[config.mk]
export PLATFORM = sky130hd
export DESIGN_NAME = uart_rx_controller
export DESIGN_NICKNAME = d
export VERILOG_FILES = /design/src/rtl/uart_rx_pkg.sv /design/src/rtl/uart_baud_tick.sv /design/src/rtl/uart_rx_controller.sv
export SDC_FILE = /design/constraint.sdc
export NUM_CORES = 1
export LEC_CHECK = 0
export ABC_AREA = 1
export BUFFER_PORTS_ARGS = -buffer_cell sky130_fd_sc_hd__buf_2
export CAP_MARGIN = 10
export CORE_MARGIN = 10
export CORE_UTILIZATION = 55
export CTS_BUF_LIST = sky130_fd_sc_hd__clkbuf_2 sky130_fd_sc_hd__clkbuf_4 sky130_fd_sc_hd__clkbuf_8
export DETAILED_ROUTE_END_ITERATION = 10
export PLACE_DENSITY = 0.75
export SLEW_MARGIN = 20
export SYNTH_ARGS = -nofsm -noshare
export SYNTH_HDL_FRONTEND = slang
export SYNTH_HIERARCHICAL = 1
export SYNTH_SLANG_ARGS = --single-unit
export TNS_END_PERCENT = 20
[constraint.sdc]
create_clock -name clkIn -period 1.7 [get_ports clkIn]
set_input_delay 0.085 -clock clkIn [delete_from_list [all_inputs] [get_ports clkIn]]
set_output_delay 0.085 -clock clkIn [all_outputs]
set_load 0.01 [all_outputs]
[src/rtl/uart_rx_pkg.sv]
// Shared types and constants for the oversampling UART receiver.
package uart_rx_pkg;

    // Receive sequencer states.
    typedef enum logic [2:0] {
        IDLE,
        START,
        DATA,
        STOP,
        BREAK
    } rx_state_t;

    localparam int unsigned CLK_DIV_DEFAULT    = 4;
    localparam int unsigned OVERSAMPLE_DEFAULT = 16;
    localparam int unsigned DATA_BITS_DEFAULT  = 8;

    // Counter width able to hold 0..n-1 (never narrower than one bit).
    function automatic int unsigned cnt_width(input int unsigned n);
        return (n > 1) ? $clog2(n) : 1;
    endfunction

endpackage

[src/rtl/uart_baud_tick.sv]
// Oversample timebase: counts 0..CLK_DIV-1 and pulses tick_o on the last count.
module uart_baud_tick
    import uart_rx_pkg::*;
#(
    parameter int unsigned CLK_DIV = CLK_DIV_DEFAULT
) (
    input  logic clk_i,
    input  logic rst_i,
    input  logic clear_i,
    output logic tick_o
);

    localparam int unsigned DivW = cnt_width(CLK_DIV);
    localparam logic [DivW-1:0] DivLast = DivW'(CLK_DIV - 1);

    logic [DivW-1:0] div_q, div_d;

    // Next divider count; clear holds it at zero so the first tick lands CLK_DIV cycles later.
    always_comb begin
        div_d = div_q;
        if (clear_i || (div_q == DivLast)) begin
            div_d = '0;
        end else begin
            div_d = div_q + DivW'(1);
        end
    end

    // Divider register.
    always_ff @(posedge clk_i or posedge rst_i) begin
        if (rst_i) begin
            div_q <= '0;
        end else begin
            div_q <= div_d;
        end
    end

    assign tick_o = (div_q == DivLast);

endmodule

[src/rtl/uart_rx_controller.sv]
// UART receive sequencer: start qualification, mid-bit sampling, one-entry output buffer.
module uart_rx_controller
    import uart_rx_pkg::*;
#(
    parameter int unsigned CLK_DIV    = CLK_DIV_DEFAULT,
    parameter int unsigned OVERSAMPLE = OVERSAMPLE_DEFAULT,
    parameter int unsigned DATA_BITS  = DATA_BITS_DEFAULT
) (
    input  logic                 clkIn,
    input  logic                 resetIn,
    input  logic                 rxFilteredIn,
    output logic [DATA_BITS-1:0] dataOut,
    output logic                 dataValidOut,
    input  logic                 dataReadyIn,
    output logic                 frameErrOut,
    output logic                 overrunErrOut,
    output logic                 busyOut
);

    localparam int unsigned TickW = cnt_width(OVERSAMPLE);
    localparam int unsigned BitW  = cnt_width(DATA_BITS);

    localparam logic [TickW-1:0] HalfLast = TickW'(OVERSAMPLE / 2 - 1);
    localparam logic [TickW-1:0] FullLast = TickW'(OVERSAMPLE - 1);
    localparam logic [BitW-1:0]  BitsLast = BitW'(DATA_BITS - 1);

    rx_state_t            state_q, state_d;
    logic [TickW-1:0]     tick_cnt_q, tick_cnt_d;
    logic [BitW-1:0]      bit_cnt_q, bit_cnt_d;
    logic [DATA_BITS-1:0] shift_q, shift_d;
    logic [DATA_BITS-1:0] data_q, data_d;
    logic                 valid_q, valid_d;
    logic                 fe_q, fe_d;
    logic                 ovr_q, ovr_d;

    logic tick;
    logic commit;
    logic frame_err;

    uart_baud_tick #(
        .CLK_DIV (CLK_DIV)
    ) u_baud_tick (
        .clk_i   (clkIn),
        .rst_i   (resetIn),
        .clear_i (state_q == IDLE),
        .tick_o  (tick)
    );

    // Sequencer next state: start qualification at half bit, then full-bit sample spacing.
    always_comb begin
        state_d    = state_q;
        tick_cnt_d = tick_cnt_q;
        bit_cnt_d  = bit_cnt_q;
        shift_d    = shift_q;
        commit     = 1'b0;
        frame_err  = 1'b0;
        unique case (state_q)
            IDLE: begin
                if (!rxFilteredIn) begin
                    state_d    = START;
                    tick_cnt_d = '0;
                    bit_cnt_d  = '0;
                end
            end
            START: begin
                if (tick) begin
                    if (tick_cnt_q == HalfLast) begin
                        tick_cnt_d = '0;
                        // A line back high by mid start bit was a glitch.
                        state_d    = rxFilteredIn ? IDLE : DATA;
                    end else begin
                        tick_cnt_d = tick_cnt_q + TickW'(1);
                    end
                end
            end
            DATA: begin
                if (tick) begin
                    if (tick_cnt_q == FullLast) begin
                        tick_cnt_d = '0;
                        shift_d    = {rxFilteredIn, shift_q[DATA_BITS-1:1]};
                        if (bit_cnt_q == BitsLast) begin
                            bit_cnt_d = '0;
                            state_d   = STOP;
                        end else begin
                            bit_cnt_d = bit_cnt_q + BitW'(1);
                        end
                    end else begin
                        tick_cnt_d = tick_cnt_q + TickW'(1);
                    end
                end
            end
            STOP: begin
                if (tick) begin
                    if (tick_cnt_q == FullLast) begin
                        tick_cnt_d = '0;
                        if (rxFilteredIn) begin
                            commit  = 1'b1;
                            state_d = IDLE;
                        end else begin
                            frame_err = 1'b1;
                            state_d   = BREAK;
                        end
                    end else begin
                        tick_cnt_d = tick_cnt_q + TickW'(1);
                    end
                end
            end
            BREAK: begin
                // Wait for the line to return high so a held-low line cannot fake a start.
                if (rxFilteredIn) begin
                    state_d = IDLE;
                end
            end
            default: begin
                state_d = IDLE;
            end
        endcase
    end

    // Output buffer: handshake frees the slot; a commit into a slot that stays full is an overrun.
    always_comb begin
        data_d  = data_q;
        valid_d = valid_q;
        fe_d    = frame_err;
        ovr_d   = 1'b0;
        if (valid_q && dataReadyIn) begin
            valid_d = 1'b0;
        end
        if (commit) begin
            if (valid_q && !dataReadyIn) begin
                ovr_d = 1'b1;
            end else begin
                data_d  = shift_q;
                valid_d = 1'b1;
            end
        end
    end

    // State and buffer registers.
    always_ff @(posedge clkIn or posedge resetIn) begin
        if (resetIn) begin
            state_q    <= IDLE;
            tick_cnt_q <= '0;
            bit_cnt_q  <= '0;
            shift_q    <= '0;
            data_q     <= '0;
            valid_q    <= 1'b0;
            fe_q       <= 1'b0;
            ovr_q      <= 1'b0;
        end else begin
            state_q    <= state_d;
            tick_cnt_q <= tick_cnt_d;
            bit_cnt_q  <= bit_cnt_d;
            shift_q    <= shift_d;
            data_q     <= data_d;
            valid_q    <= valid_d;
            fe_q       <= fe_d;
            ovr_q      <= ovr_d;
        end
    end

    assign dataOut       = data_q;
    assign dataValidOut  = valid_q;
    assign frameErrOut   = fe_q;
    assign overrunErrOut = ovr_q;
    assign busyOut       = (state_q != IDLE);

endmodule
After elaboration in Yosys (flattened, before gate mapping)
Index checks and enable logic that the tools add are counted.
Word-level totals
  bits in registers: 31
  bits in latches: 0
  RAM bits: 0
  memory bits (read-only): 0
  memories kept: 0
Operators by class
  add/sub/neg operators: 3
  multipliers: 0
  div/mod/pow operators: 0
  magnitude comparators: 0
  equal/unequal tests: 18
  shift operators: 0
  multiplexer cells: 37
  bitwise logic cells: 1
  reduce and logical (&&, ||, !) cells: 14
Operator list (number)
  $mux 3: 14
  $mux 4: 5
  $ne 2x2->1 const B: 9
  $pmux 3 s5: 1
  $mux 1: 13
  $pmux 4 s3: 1
  $reduce_and 9->1: 1
  $reduce_and 4->1: 2
  $eq 3x2->1 const B: 2
  $eq 3x3->1 const B: 2
  $pmux 3 s2: 1
  $reduce_bool 3->1: 2
  $add 4x1->4 const B: 1
  $eq 4x3->1 const B: 1
  $eq 4x4->1 const B: 1
  $mux 2: 2
  $add 3x1->3 const B: 1
  $eq 3x1->1 const B: 1
  $logic_not 3->1: 1
  $reduce_and 3->1: 1
  $add 2x1->2 const B: 1
  $eq 2x2->1 const B: 1
  $logic_and 1x1->1: 2
  $ne 2x1->1 const B: 1
  other kinds (6): 6

Longest topological paths before layout
  depth in word-level cells: 5
  depth in mapped cells: 9

Modules after synthesis
Netlist, hierarchy kept.
Modules (own cells, without submodules)
  uart_rx_controller: instances 1, cells each 171, area an instance 1418.9 µm², seq. area each 725.7 µm²
  uart_baud_tick: instances 1, cells each 10, area an instance 88.8 µm², seq. area each 50.0 µm²

Worst setup path before layout
OpenSTA, ideal clock, no wires.
  path type: reg2reg
  start: reg tick_cnt_q[0]
  end: reg data_q[0], in the netlist dataOut[0]
  arrival time: 1.251 ns
  setup slack: 0.329 ns
  cell stages (with the launch flop): 8
  buffers on the path: 1
  period minus slack after synthesis: 1.371 ns
  cells stage by stage: dfrtp_1 ha_1 nand3_2 nor2_8 nand2_2 buf_6 o21ai_1 nand2_1
On the way
  longest elaborated chain between the ends: 5
Ends and longest elaborated chain
  start, declared: line uart_rx_controller.sv:28  | logic [TickW-1:0] tick_cnt_q, tick_cnt_d;
  start signal, assigned: line uart_rx_controller.sv:152  | tick_cnt_q <= tick_cnt_d;
  $eq 4x4->1: line uart_rx_controller.sv:94  | if (tick_cnt_q == FullLast) begin
  $mux 1: line uart_rx_controller.sv:94
  $mux 1: line uart_rx_controller.sv:93  | if (tick) begin
  $mux 1: line uart_rx_controller.sv:57  | unique case (state_q)
  $reduce_and 2->1 (no source line)
  end signal, assigned: line uart_rx_controller.sv:155  | data_q <= data_d;
  end, declared: line uart_rx_controller.sv:31  | logic [DATA_BITS-1:0] data_q, data_d;
No other way between the ends.
A chain may end at the register's enable or synchronous reset.

Worst setup path in the final report
  start: reg tick_cnt_q[1]
  end: reg data_q[3], in the netlist dataOut[3]
Same word-level chain as after synthesis.

==> results by group <==
Synthesis
  – Post-Syn Instances: 181
  – Xor-xnor portion of the synthesized cell area: 0.0116
  – Area leader, netlist: dfrtp_1
  – Register area share after synthesis: 0.515
  – Yosys warning count: 6
  – Main combinational cell family by area after synthesis: simple AND/OR/NAND/NOR gates
  – Flops & latches, synth: 31
  – Syn nets: 189
  – Largest cells by area after synthesis: dfrtp_1 51%, nand2_1 15%, nand3_1 7.0%, inv_1 4.5%, nor2_1 4.2%
  – Adder-cell share of the synthesized area: 0.0332
  – Avg Cell Area, Syn: 8.33 sq um
  – Post-synth top area share: 0.515
  – Post-Synth Simple-Gate Area: 0.310
  – Post-synthesis mux area share: 0
  – Mapped cell area: approximately 0.0015 sq mm
  – Complex-gate fraction of the synthesized area: 0.0697
  – Post-synth cell types: 22

Min path
  – Hold Crit Class: primary input to flip-flop

Clocking
  – Clk pin slew, worst setup/hold paths: 0.10 ns
  – Clock sink count: 31
  – CTS max path bufs: 2
  – Worst skew pair latency: 0.34 ns
  – Max H-tree Level: 2
  – Post-CTS setup buffers: 0
  – CTS Root Cell: clkbuf_4
  – CTS tree: done
  – CTS buffer count: 5

Power and ir drop
  – IR drop worst, VDD: 0.846 mV
  – Switching Fraction: 0.379
  – Clock power frac: 0.246
  – Leak: 1.03 nW
  – Logic pwr share: 0.303
  – Final Power: 2.03 mW
  – Net switching power: 0.768 mW
  – Pint: 1.26 mW
  – Power Density: roughly 1200 mW/mm^2
  – Seq pwr share: 0.451

GRT
  – Vias in the first global route: 1248
  – Total gr overflow: 0
  – Initial antenna violation count: 0
  – GR Util All Layers: 0.132
  – First-pass GRT wire length: 5550 um
  – Largest net degree at the start of global routing: 30

Timing
  – Slew @ Worst Pin: approximately 0.36 ns
  – Worst rel slew slack: 0.758
  – Highest Clock Rate: 639 MHz
  – RSZ-0062 raised after global routing: no
  – Slew Limit Fails: 0
  – Fin crit share: 0.921
  – Setup violators final: 0
  – Final setup skew: 0.00694 ns
  – Period minus WS final: ~1.6 ns
  – Setup_tns: 0 ns
  – Hold slack: approximately 0.14 ns
  – Fin. Hold Viols: 0

Job
  – Max-cap violations: 0

Routing
  – Post-route DRC: 0
  – Met2 Wirelength: 1500 um
  – Post-Route WL: 3050 um
  – Met3 wire length: 178 um
  – M1 WL: 1300 um
  – Router iterations before antenna repair: 4
  – Vias per cell: 5.31
  – DR vias: 1252
  – WL per Instance: 12.9 um
  – DRT iter0 DRCs: 87
  – Highest Signal Layer: met4
  – Post-route ant nets: 0

Final layout
  – Area grow syn2layout: 13.5%
  – Post-route cell area: roughly 0.0017 sq mm
  – # nets final: roughly 210
  – Share of cells above drive strength 1: 0.180
  – # diodes: 0
  – Footprint of the multi-input gates: 644 sq um
  – FF/Latch Area: 776 sq um
  – Finished Layout Cells: 236
  – Layout filler cell count: 221

Placement
  – Placed Cells: 227
  – Placed inst area: 0.00162 sq mm
  – PortBufs: 15
  – GPL Wtd Cong: 0.926
  – Dpl hpwl: 2330 um

Setup path
  – CP Max Fanout: 11
  – WP data arrival: ~1.8 ns
  – Crit end category: flip-flop
  – WP data required: 1.98 ns
  – CP Class: flip-flop to flip-flop
  – CP Launch Type: flip-flop

Status
  – Status: complete, no violations

Floorplan
  – Ports: 16
  – Row count: 18
  – Chip height: between 70 and 80 um
  – Initial core utilization: 0.592
  – DIE AREA: 0.00524 sq mm
  – Die W: 72.4 um
  – Core ar.: around 0.0025 sq mm
## cells by family after synthesis
| family | count (synthesis) |
|---|---|
| simple gates | 104 |
| flops | 31 |
| buf+inv | 22 |
| compound gates | 18 |
| fa+ha+maj | 4 |
| xor+xnor | 2 |
## metrics by stage
stage	setup slack (ns)	utilization
3_3_place_gp	0.197	0.638
4_1_cts	0.101	0.671
2_1_floorplan	0.329	-
6_report	0.134	0.673
3_5_place_dp	0.123	0.638
5_1_grt	0.0141	0.673
## power groups by stage
stage | Sequential [mW] | Combinational [mW] | Clock, mW
2_1_floorplan | 0.904 | 0.478 | 0
3_3_place_gp | 0.921 | 0.577 | 0
3_5_place_dp | 0.929 | 0.608 | 0
4_1_cts | 0.913 | 0.614 | 0.514
5_1_grt | 0.930 | 0.711 | 0.544
6_report | 0.915 | 0.616 | 0.499
## state kept, by name, summed over array words and instances (netlist names)
register,flops
shift_q,8
dataValidOut,1
frameErrOut,1
bit_cnt_q,3
state_q,3
overrunErrOut,1
u_baud_tick/div_q,2
dataOut,8
tick_cnt_q,4
## critical path, cell delays in order (launching register included)
cell	delay [ns]
dfrtp_1	0.40
ha_1	0.25
nand3_2	0.15
nor2_8	0.20
nand2_4	0.13
nor2_4	0.21
nand2_1	0.08
nand2_1	0.07
## cell type report
| class | count | area share |
|---|---|---|
| timing repair buffer | 18 | 0.0585 |
| tap | 30 | 0.0219 |
| inverter | 21 | 0.0475 |
| clock buffer | 7 | 0.0380 |
| multi-input combinational | 128 | 0.376 |
| clock inverter | 1 | 0.00439 |
| sequential | 31 | 0.453 |
## per-layer routing
metal	up-vias	global-route usage
met3	9	0.0503
met1	589	0.144
met4	0	0.0710
li1	620	-
met5	-	0
met2	34	0.216
## cells in the mapped netlist (all sizes together)
cell   instances
ha             4
nor2          21
inv           21
xnor2          1
nand3         22
dfrtp         31
nand2         61
o21ai         17
xor2           1
buf            1
a21oi          1
## cells in the final DEF, fill, tap and decap left out, types with 2 or more instances in the layout
master and count:
dfrtp_1 31, nand2_1 59, nand3_1 21, ha_1 4, o21ai_0 8, nor2_4 2, clkbuf_8 2, buf_2 15
o21ai_1 7, nand2_4 2, inv_1 18, buf_4 2, nor2_1 17, clkbuf_4 5, inv_2 2
## worst paths after layout
check	from	cells past startpoint	slack, ns	to
worst max-delay path	tick_cnt_q[1]	7	0.13	dataOut[3]
worst min register to register	u_baud_tick/div_q[0]	1	0.44	u_baud_tick/div_q[0]
min in group asynchronous	resetIn	3	0.15	u_baud_tick/div_q[0]
worst min-delay path	rxFilteredIn	4	0.14	bit_cnt_q[0]
max in group asynchronous	resetIn	4	1.07	dataOut[3]
worst max register to register	tick_cnt_q[1]	7	0.13	dataOut[3]
## what timing repair did
action | 4_1_cts | 5_1_grt
endpoints found under the hold margin | 31 | 0
hold buffers | 1 | 0
resized for setup | 0 | 1
setup endpoints to repair | 0 | 8
No activity file was read; power rests on OpenSTA's default activity.
